===== config.mk =====
export PLATFORM = sky130hd
export DESIGN_NAME = convo_core
export DESIGN_NICKNAME = d
export VERILOG_FILES = /design/src/rtl/convo_core.sv
export SDC_FILE = /design/constraint.sdc
export NUM_CORES = 1
export LEC_CHECK = 0
export BUFFER_PORTS_ARGS = -buffer_cell sky130_fd_sc_hd__clkbuf_2
export CORE_MARGIN = 3
export CORE_UTILIZATION = 45
export DETAILED_ROUTE_END_ITERATION = 7
export MAX_ROUTING_LAYER = met4
export PLACE_DENSITY = 0.59
export SYNTH_ARGS = -nofsm -noshare
export SYNTH_HDL_FRONTEND = slang
export SYNTH_SLANG_ARGS = --single-unit

===== constraint.sdc =====
create_clock -name clk_0 -period 11.75 [get_ports clk_0]
set_clock_uncertainty 0.1 [all_clocks]
set_input_delay 1.7625 -clock clk_0 [delete_from_list [all_inputs] [get_ports clk_0]]
set_output_delay 1.7625 -clock clk_0 [all_outputs]
set_load 0.1 [all_outputs]

===== src/rtl/convo_core.sv =====
// 3x3 convolution engine: four parallel filters over a generated activation image.
// Weights come from a fixed internal table; each window yields four truncated 8-bit psums.
module convo_core #(
   parameter int unsigned DATA_W = 8,
   parameter int unsigned NUM_F  = 4,
   parameter int unsigned K      = 3,
   parameter int unsigned ACC_W  = 24
) (
   input  logic              clk_0,
   input  logic              rst_0,
   input  logic              en_0,
   input  logic              addr_rst_0,
   input  logic [11:0]       channel_0,
   input  logic [2:0]        stride_0,
   input  logic [11:0]       width_0,
   input  logic              init_signal_0,
   input  logic              load_weight_start,
   output logic [DATA_W-1:0] out_psum0_0,
   output logic [DATA_W-1:0] out_psum1_0,
   output logic [DATA_W-1:0] out_psum2_0,
   output logic [DATA_W-1:0] out_psum3_0,
   output logic              out_psum_vld_0,
   output logic              weight_done
);

   localparam int unsigned NTAP = K * K;

   typedef enum logic [1:0] {StIdle, StLoad, StRun, StFlush} state_e;

   state_e            state_q;
   logic [DATA_W-1:0] wgt_q  [NUM_F][NTAP];
   logic [ACC_W-1:0]  acc_q  [NUM_F];
   logic [DATA_W-1:0] psum_q [NUM_F];
   logic [3:0]        ld_q;
   logic [11:0]       c_q, w_q;
   logic [2:0]        s_q;
   logic [11:0]       chan_q, row0_q, col0_q;
   logic [1:0]        kr_q, kc_q;
   logic [7:0]        plane_q;
   logic              pending_q, vld_q, done_q;

   logic [3:0]          tap;
   logic [7:0]          rowa, act, wsq;
   logic                col_last, row_last, chan_last, accept_init;
   logic [2*DATA_W-1:0] prod [NUM_F];

   // Activation address only matters mod 256, so everything is folded to 8 bits.
   always_comb begin
      tap      = {2'b00, kr_q} * 4'd3 + {2'b00, kc_q};
      rowa     = row0_q[7:0] + {6'b0, kr_q};
      act      = plane_q + rowa * w_q[7:0] + col0_q[7:0] + {6'b0, kc_q};
      wsq      = w_q[7:0] * w_q[7:0];
      col_last = ({1'b0, col0_q} + {10'b0, s_q} + 13'd3) > {1'b0, w_q};
      row_last = ({1'b0, row0_q} + {10'b0, s_q} + 13'd3) > {1'b0, w_q};
      chan_last = (chan_q == c_q - 12'd1);
      accept_init = init_signal_0 && done_q && (channel_0 != 12'd0) && (width_0 >= 12'd3);
      for (int unsigned f = 0; f < NUM_F; f++) begin
         prod[f] = (2*DATA_W)'(act) * (2*DATA_W)'(wgt_q[f][tap]);
      end
   end

   always_ff @(posedge clk_0) begin
      if (rst_0) begin
         state_q   <= StIdle;
         ld_q      <= '0;
         c_q       <= '0;
         w_q       <= '0;
         s_q       <= '0;
         chan_q    <= '0;
         row0_q    <= '0;
         col0_q    <= '0;
         kr_q      <= '0;
         kc_q      <= '0;
         plane_q   <= '0;
         pending_q <= 1'b0;
         vld_q     <= 1'b0;
         done_q    <= 1'b0;
         for (int unsigned f = 0; f < NUM_F; f++) begin
            acc_q[f]  <= '0;
            psum_q[f] <= '0;
            for (int unsigned k = 0; k < NTAP; k++) wgt_q[f][k] <= '0;
         end
      end else if (en_0) begin
         vld_q <= 1'b0;
         unique case (state_q)
            StIdle: begin
               if (load_weight_start) begin
                  state_q <= StLoad;
                  ld_q    <= '0;
                  done_q  <= 1'b0;
               end else if (addr_rst_0 || accept_init) begin
                  chan_q  <= '0;
                  row0_q  <= '0;
                  col0_q  <= '0;
                  kr_q    <= '0;
                  kc_q    <= '0;
                  plane_q <= '0;
                  if (!addr_rst_0) begin
                     state_q <= StRun;
                     c_q     <= channel_0;
                     w_q     <= width_0;
                     s_q     <= (stride_0 == 3'd0) ? 3'd1 : stride_0;
                  end
               end
            end
            StLoad: begin
               if (ld_q == 4'(NTAP)) begin
                  done_q  <= 1'b1;
                  state_q <= StIdle;
               end else begin
                  for (int unsigned f = 0; f < NUM_F; f++) begin
                     wgt_q[f][ld_q] <= DATA_W'(f * NTAP + 32'(ld_q) + 1);
                  end
                  ld_q <= ld_q + 4'd1;
               end
            end
            StRun, StFlush: begin
               if (addr_rst_0) begin
                  state_q   <= StIdle;
                  chan_q    <= '0;
                  row0_q    <= '0;
                  col0_q    <= '0;
                  kr_q      <= '0;
                  kc_q      <= '0;
                  plane_q   <= '0;
                  pending_q <= 1'b0;
                  for (int unsigned f = 0; f < NUM_F; f++) acc_q[f] <= '0;
               end else begin
                  // Emitting the finished window overlaps tap 0 of the next one.
                  if (pending_q) begin
                     for (int unsigned f = 0; f < NUM_F; f++) psum_q[f] <= acc_q[f][DATA_W-1:0];
                     vld_q     <= 1'b1;
                     pending_q <= 1'b0;
                  end
                  if (state_q == StFlush) begin
                     state_q <= StIdle;
                  end else begin
                     for (int unsigned f = 0; f < NUM_F; f++) begin
                        acc_q[f] <= (tap == 4'd0) ? ACC_W'(prod[f]) : acc_q[f] + ACC_W'(prod[f]);
                     end
                     if (kc_q == 2'd2) begin
                        kc_q <= '0;
                        if (kr_q == 2'd2) begin
                           kr_q      <= '0;
                           pending_q <= 1'b1;
                           if (col_last) begin
                              col0_q <= '0;
                              if (row_last) begin
                                 row0_q <= '0;
                                 if (chan_last) begin
                                    state_q <= StFlush;
                                 end else begin
                                    chan_q  <= chan_q + 12'd1;
                                    plane_q <= plane_q + wsq;
                                 end
                              end else begin
                                 row0_q <= row0_q + {9'b0, s_q};
                              end
                           end else begin
                              col0_q <= col0_q + {9'b0, s_q};
                           end
                        end else begin
                           kr_q <= kr_q + 2'd1;
                        end
                     end else begin
                        kc_q <= kc_q + 2'd1;
                     end
                  end
               end
            end
            default: state_q <= StIdle;
         endcase
      end
   end

   assign out_psum0_0    = psum_q[0];
   assign out_psum1_0    = psum_q[1];
   assign out_psum2_0    = psum_q[2];
   assign out_psum3_0    = psum_q[3];
   assign out_psum_vld_0 = vld_q;
   assign weight_done    = done_q;

endmodule


==> flow_summary.toml, run 1 <==
[run_status]
status = "finished, final reports clean"

[layout]
seqCellArea_um2 = 8450
drive_above_1_share_pct = 10.4
synthToLayoutAreaGrowth_pct = 9.96
multi_input_area_um2 = 13300
finalNetCount = 2683
nFillCells = 4622
final_cell_count_no_fill = 3070

[flow_run]
drv_cap = 0

[drt]
via_per_inst = 5.35
wl_per_cell_um = 17.9
dr.pass1.iters = 5
drc = 0
routed_wl_mm = 55.1
vias = 16400
drt-initial-drc-count = 1194
ant_nets = 0

[sta]
worst_pin_slew_ns = 1.14
fin_setup_tns_ns = 0
setup_viol = 0
max_freq_mhz = 104
rsz0062_at_grt = "no"
slew_viol_final = 0
relSlewSlack_pct = 23.8
period_share_pct = 82.1
whs_ns = 0.356
finalHoldViolCount = 0
period_needed_ns = 9.65
layout_setup_ws_ns = 2.10

[worst_setup_path]
path_class = "flip-flop to flip-flop"
crit_slowest_cell = "xor2_1"
cp.required_ns = 12.16
crit_fanout = 12
critical_path.endpoint_type = "flip-flop"
crit_path_frequent_cell = "fa_1"
cp-start-kind = "flip-flop"
ff2ff_path_depth = 33
r2r-start = "kr_q[0]$_SDFFE_PP0P_"
r2r_end = "acc_q[2][7]$_SDFFE_PP0P_"
arrival_ns = 10.05
r2r_slack_ns = 2.10
max_stage_delay_ns = 0.80

[clock_network]
clk_pin_slew_ns = 0.06
clk_latency_ns = 0.59
tritoncts = "yes"
htree_levels = 2
clockRootBuffer = "clkbuf_16"
cts_buffers = 41
cts_buffer_depth = 3
cts_num_sinks = 346
cts_setup_buffers = 0
cts_resized = 0
ctsHoldBuffers = 0

[floorplanning]
core_um2 = 50300
die_x_um = 232
rows = 82
initial_core_util_pct = 45.7
dieArea_um2 = 53800
dieHeight_um = 232
pin_count = 67

[min_path]
hold_path_class = "flip-flop to flip-flop"
min_from = "wgt_q[3][18]$_SDFFE_PP0P_"
whs_endpoint = "wgt_q[3][18]$_SDFFE_PP0P_"
holdPathStages = 2

[synth]
synth_top_family_by_area = "adder cells"
synth_compound_area_share_pct = 9.33
ys_ff_latch = 346
synth_warnings = 0
synth-xor-area-share_pct = 6.61
yosys.area_share.simple_pct = 16.3
synthMuxAreaShare_pct = 6.64
synth_flop_cell = "dfxtp_1"
synth_top_area_share_pct = 19.9
synth_fa_ha_area_share_pct = 18.8
synth_top_area_cell = "edfxtp_1"
netlist_area_um2 = 23000
synth_cells = 2349
syn_area_per_cell_um2 = 9.78
synth-edff-count = 152
synth-seq-area-share_pct = 36.8
synth_cell_types = 70
ys_async_sr_fraction_pct = 0
synth_area_leaders = "edfxtp_1 (20%), dfxtp_1 (17%), ha_1 (10%), fa_1 (8.5%), nor2_1 (5.0%)"

[power_and_ir_drop]
powerDensity_nw_per_um2 = 109
p_total_mw = 2.76
p_leak_nw = 10.6
peakVddDrop_mv = 0.0859

[placement]
place_inst = 2992
gp_congestion = 0.851
pre_cts_ws_ns = 2.14
dp_hpwl_mm = 39.6
port_buffers = 66

[grt]
grt_pass1_vias = 16600
track_usage_pct = 21.4
grt_pass1_wl_mm = 89.4
overflow = 0
grt_max_degree = 83
antenna_found_initial = 2
[state kept, by name, summed over array words and instances, names as in the netlist, 8 cells and up]
name     cells
chan_q      12
acc_q       32
psum_q      32
col0_q      12
w_q         12
wgt_q      198
c_q         12
plane_q      8
row0_q      12
[synthesized netlist by cell type (all sizes together) (17+ instances only)]
master / n
nor3: 38
nor2b: 43
nand3: 23
nor2: 307
fa: 97
mux2: 22
a211oi: 42
a21o: 30
xnor2: 118
or2: 28
a22o: 20
o21bai: 17
mux4: 42
o21ai: 40
mux2i: 33
and3: 19
buf: 20
and2: 74
nand2b: 30
ha: 190
dfxtp: 194
nand2: 172
edfxtp: 152
inv: 210
a21oi: 132
xor2: 40
clkbuf: 96
[area by class of cell]
class                   instances  share of cell area [%]
clock buffers                  56                    4.69
diodes                          2                  0.0198
well taps                     672                    3.33
repair buffers                 83                    1.82
inverters                     211                    3.14
clock inverters                20                   0.897
multi-input cells            1680                    52.6
flip-flops and latches        346                    33.5
[power by group]
| part | leakage (nW) | switching, mW | internal, mW |
|---|---|---|---|
| clock network | 0.698 | 0.540 | 0.781 |
| logic | 6.85 | 0.112 | 0.0386 |
| registers | 3.08 | 0.00817 | 1.28 |
[through the flow]
| stage | utilization [%] | area [µm²] |
|---|---|---|
| global placement | 47.4 | 23800 |
| floorplan | - | 23000 |
| CTS | 50.2 | 25200 |
| global route | 50.2 | 25300 |
| detailed placement | 47.4 | 23800 |
| finish | 50.2 | 25300 |
[logic make-up after synthesis]
logic type               count (synthesis)
AND/OR/NAND/NOR                        793
flip-flops                             346
AO/OA/AOI/OAI                          334
buffers and inverters                  327
adder cells (fa/ha/maj)                287
XOR/XNOR                               164
multiplexers                            97
other                                    1
[metal layers]
| layer | vias up | global-route usage (%) | share of wire, % | wire (µm) |
|---|---|---|---|---|
| li1 | 7988 | - | - | - |
| met1 | 7991 | 29.2 | 47 | 25800 |
| met2 | 375 | 33.4 | 46 | 25100 |
| met3 | 80 | 3.16 | 5.2 | 2890 |
| met4 | 0 | 6.10 | 2.3 | 1290 |
| met5 | - | - | 0 | 0 |
[how the worst max path moves through the flow]
stage / start / to / cells after the start
2_1_floorplan: kr_q[0]$_SDFFE_PP0P_ / acc_q[2][7]$_SDFFE_PP0P_ / 34
3_3_place_gp: kr_q[0]$_SDFFE_PP0P_ / acc_q[2][7]$_SDFFE_PP0P_ / 33
3_5_place_dp: kr_q[0]$_SDFFE_PP0P_ / acc_q[2][7]$_SDFFE_PP0P_ / 33
4_1_cts: kr_q[0]$_SDFFE_PP0P_ / acc_q[2][7]$_SDFFE_PP0P_ / 33
5_1_grt: kr_q[0]$_SDFFE_PP0P_ / acc_q[2][7]$_SDFFE_PP0P_ / 35
6_report: kr_q[0]$_SDFFE_PP0P_ / acc_q[2][7]$_SDFFE_PP0P_ / 33
[cells in the final DEF (no fill, tap or decap), drive strengths merged, types with 43 or more instances in the layout]
cell	synthesis	routed
fa	97	97
nor2	307	307
dfxtp	194	194
clkbuf	96	121
a21oi	132	132
inv	210	213
nor2b	43	43
edfxtp	152	152
and2	74	74
xnor2	118	118
ha	190	190
nand2	172	172
[critical path: cells and delay by family, from the launching register on]
family,cells,cell delay [ns]
compound gates,4,0.46
xor+xnor,6,2.11
fa+ha+maj,12,4.92
buf+inv,6,0.30
flops,1,0.47
simple gates,5,1.18
Power figures use the tool's default switching activity.
==> inputs of run 2 (changes only) <==
PLACE_DENSITY = 0.61   (was 0.59)
clock period = 8.7 ns   (was 11.75 ns; I/O delays follow)
==> flow_summary.toml, run 2 (synthesized netlist as in run 1, its figures left out) <==
[run_status]
status = "finished, final reports clean"

[drt]
dr.pass1.iters = 5
wl_per_cell_um = 17.7
ant_nets = 0
via_per_inst = 5.33
drt-initial-drc-count = 1094
routed_wl_mm = 55.1
vias = 16600
drc = 0

[grt]
track_usage_pct = 21.0
grt_pass1_vias = 16700
grt_pass1_wl_mm = 88.1
overflow = 0
antenna_found_initial = 1
grt_max_degree = 90

[sta]
rsz0062_at_grt = "yes"
setup_viol = 0
max_freq_mhz = 118
period_needed_ns = 8.45
finalHoldViolCount = 0
worst_pin_slew_ns = 1.15
fin_setup_tns_ns = 0
period_share_pct = 97.1
relSlewSlack_pct = 23.3
layout_setup_ws_ns = 0.250
slew_viol_final = 0

[layout]
nFillCells = 4495
seqCellArea_um2 = 8450
final_cell_mix = "nor2_1 (295), inv_1 (206), dfxtp_1 (192)"
finalNetCount = 2732
drive_above_1_share_pct = 15.5
top_regs = "wgt_q x198, acc_q x32, psum_q x32"
final_cell_count_no_fill = 3116
final_common_cell = "nor2_1"
top_register = "wgt_q"
synthToLayoutAreaGrowth_pct = 13.7
largest_reg_flops = 198
multi_input_area_um2 = 13800

[worst_setup_path]
arrival_ns = 8.83
r2r-start = "kr_q[0]$_SDFFE_PP0P_"
crit_fanout = 5
max_stage_delay_ns = 0.54
cp.required_ns = 9.08
crit_slowest_cell = "fa_1"
crit_start = "kr_q[0]$_SDFFE_PP0P_"
path_class = "flip-flop to flip-flop"
r2r_slack_ns = 0.25
critPathTopFamily = "adder cells"
cp-start-kind = "flip-flop"
ff2ff_path_depth = 34
critical_path.endpoint_type = "flip-flop"
cp_num_buf_inv = 7
crit_path_frequent_cell = "fa_1"
r2r_end = "acc_q[2][7]$_SDFFE_PP0P_"

[floorplanning]
core_um2 = 50300
rows = 82
initial_core_util_pct = 45.7
die_x_um = 232
dieHeight_um = 232
pin_count = 67
dieArea_um2 = 53800

[min_path]
whs_endpoint = "wgt_q[3][18]$_SDFFE_PP0P_"
holdPathStages = 2
min_from = "wgt_q[3][18]$_SDFFE_PP0P_"
hold_path_class = "flip-flop to flip-flop"

[clock_network]
cts_buffers = 39
cts_buffer_depth = 3
ctsHoldBuffers = 0
htree_levels = 2
clk_latency_ns = 0.58
cts_num_sinks = 346
clockRootBuffer = "clkbuf_16"
clk_pin_slew_ns = 0.06
tritoncts = "yes"

[power_and_ir_drop]
peakVddDrop_mv = 0.117
intPower_mw = 2.76
switching_share_pct = 23.8
switching_power_mw = 0.864
p_leak_nw = 10.9
seqPwrFrac_pct = 47.9
p_clk_share_pct = 46.2
powerDensity_nw_per_um2 = 139
pwr-share-comb_pct = 5.9

[flow_run]
drv_cap = 0

[placement]
port_buffers = 66
dp_hpwl_mm = 40.2
pre_cts_ws_ns = -0.146
gp_congestion = 0.888
place_inst = 3030
[run 2: repair_timing]
action | in CTS | in global routing
setup endpoints to repair | 3 | 8
resized for setup | 2 | 107
gates cloned | 0 | 2
pin swaps | 2 | 61
setup buffers | 2 | 9
[run 2: worst max path at each step]
stage,depth (start not counted),end
after CTS,37,acc_q[3][7]$_SDFFCE_PN0P_
after floorplan,34,acc_q[2][7]$_SDFFE_PP0P_
after global routing,36,acc_q[2][7]$_SDFFE_PP0P_
after detailed placement,30,acc_q[2][7]$_SDFFE_PP0P_
after global placement,30,acc_q[2][7]$_SDFFE_PP0P_
final,34,acc_q[2][7]$_SDFFE_PP0P_
[run 2: layout make-up]
cell class                 count  area share [%]
clock inverter                24            1.03
clock buffer                  48            3.98
multi-input combinational   1680            53.0
inverter                     211            3.03
antenna                        1         0.00958
sequential                   346            32.4
timing repair buffer         134            3.37
tap                          672            3.22
[run 2: worst register-to-register path: cells and delay by family (launching register included)]
kind / cells / cell delay, ns
AOI/OAI and AO/OA: 4 / 0.43
xor gates and xnor gates: 6 / 1.21
adders and majority gates: 12 / 4.73
buffers and inverters: 7 / 0.44
DFF: 1 / 0.35
and+or+nand+nor: 5 / 1.12
[run 2: metal layers]
metal	vias to the layer above	part of all wire, %	track usage (%)
met1	8076	46	28.1
met3	94	5.4	3.61
met4	0	2.6	5.38
met5	-	0	-
li1	8065	-	-
met2	369	46	33.3
[run 2: metrics by stage]
| stage | utilization (%) | hold slack (ns) | area [µm²] | total power [mW] |
|---|---|---|---|---|
| 3_5_place_dp | 48.0 | 0.344 | 24100 | 1.98 |
| 6_report | 51.9 | 0.352 | 26100 | 3.63 |
| 3_3_place_gp | 48.0 | 0.341 | 24100 | 1.97 |
| 2_1_floorplan | - | 0.333 | 23000 | 1.92 |
| 4_1_cts | 50.7 | 0.352 | 25500 | 3.66 |
| 5_1_grt | 51.9 | 0.364 | 26100 | 3.75 |
[run 2: power groups by stage]
| stage | Combinational, mW | Sequential [mW] | Clock (mW) |
|---|---|---|---|
| after floorplan | 0.0949 | 1.82 | 0 |
| after global placement | 0.203 | 1.77 | 0 |
| after detailed placement | 0.206 | 1.77 | 0 |
| after CTS | 0.207 | 1.74 | 1.72 |
| after global routing | 0.230 | 1.74 | 1.78 |
| final | 0.214 | 1.74 | 1.68 |
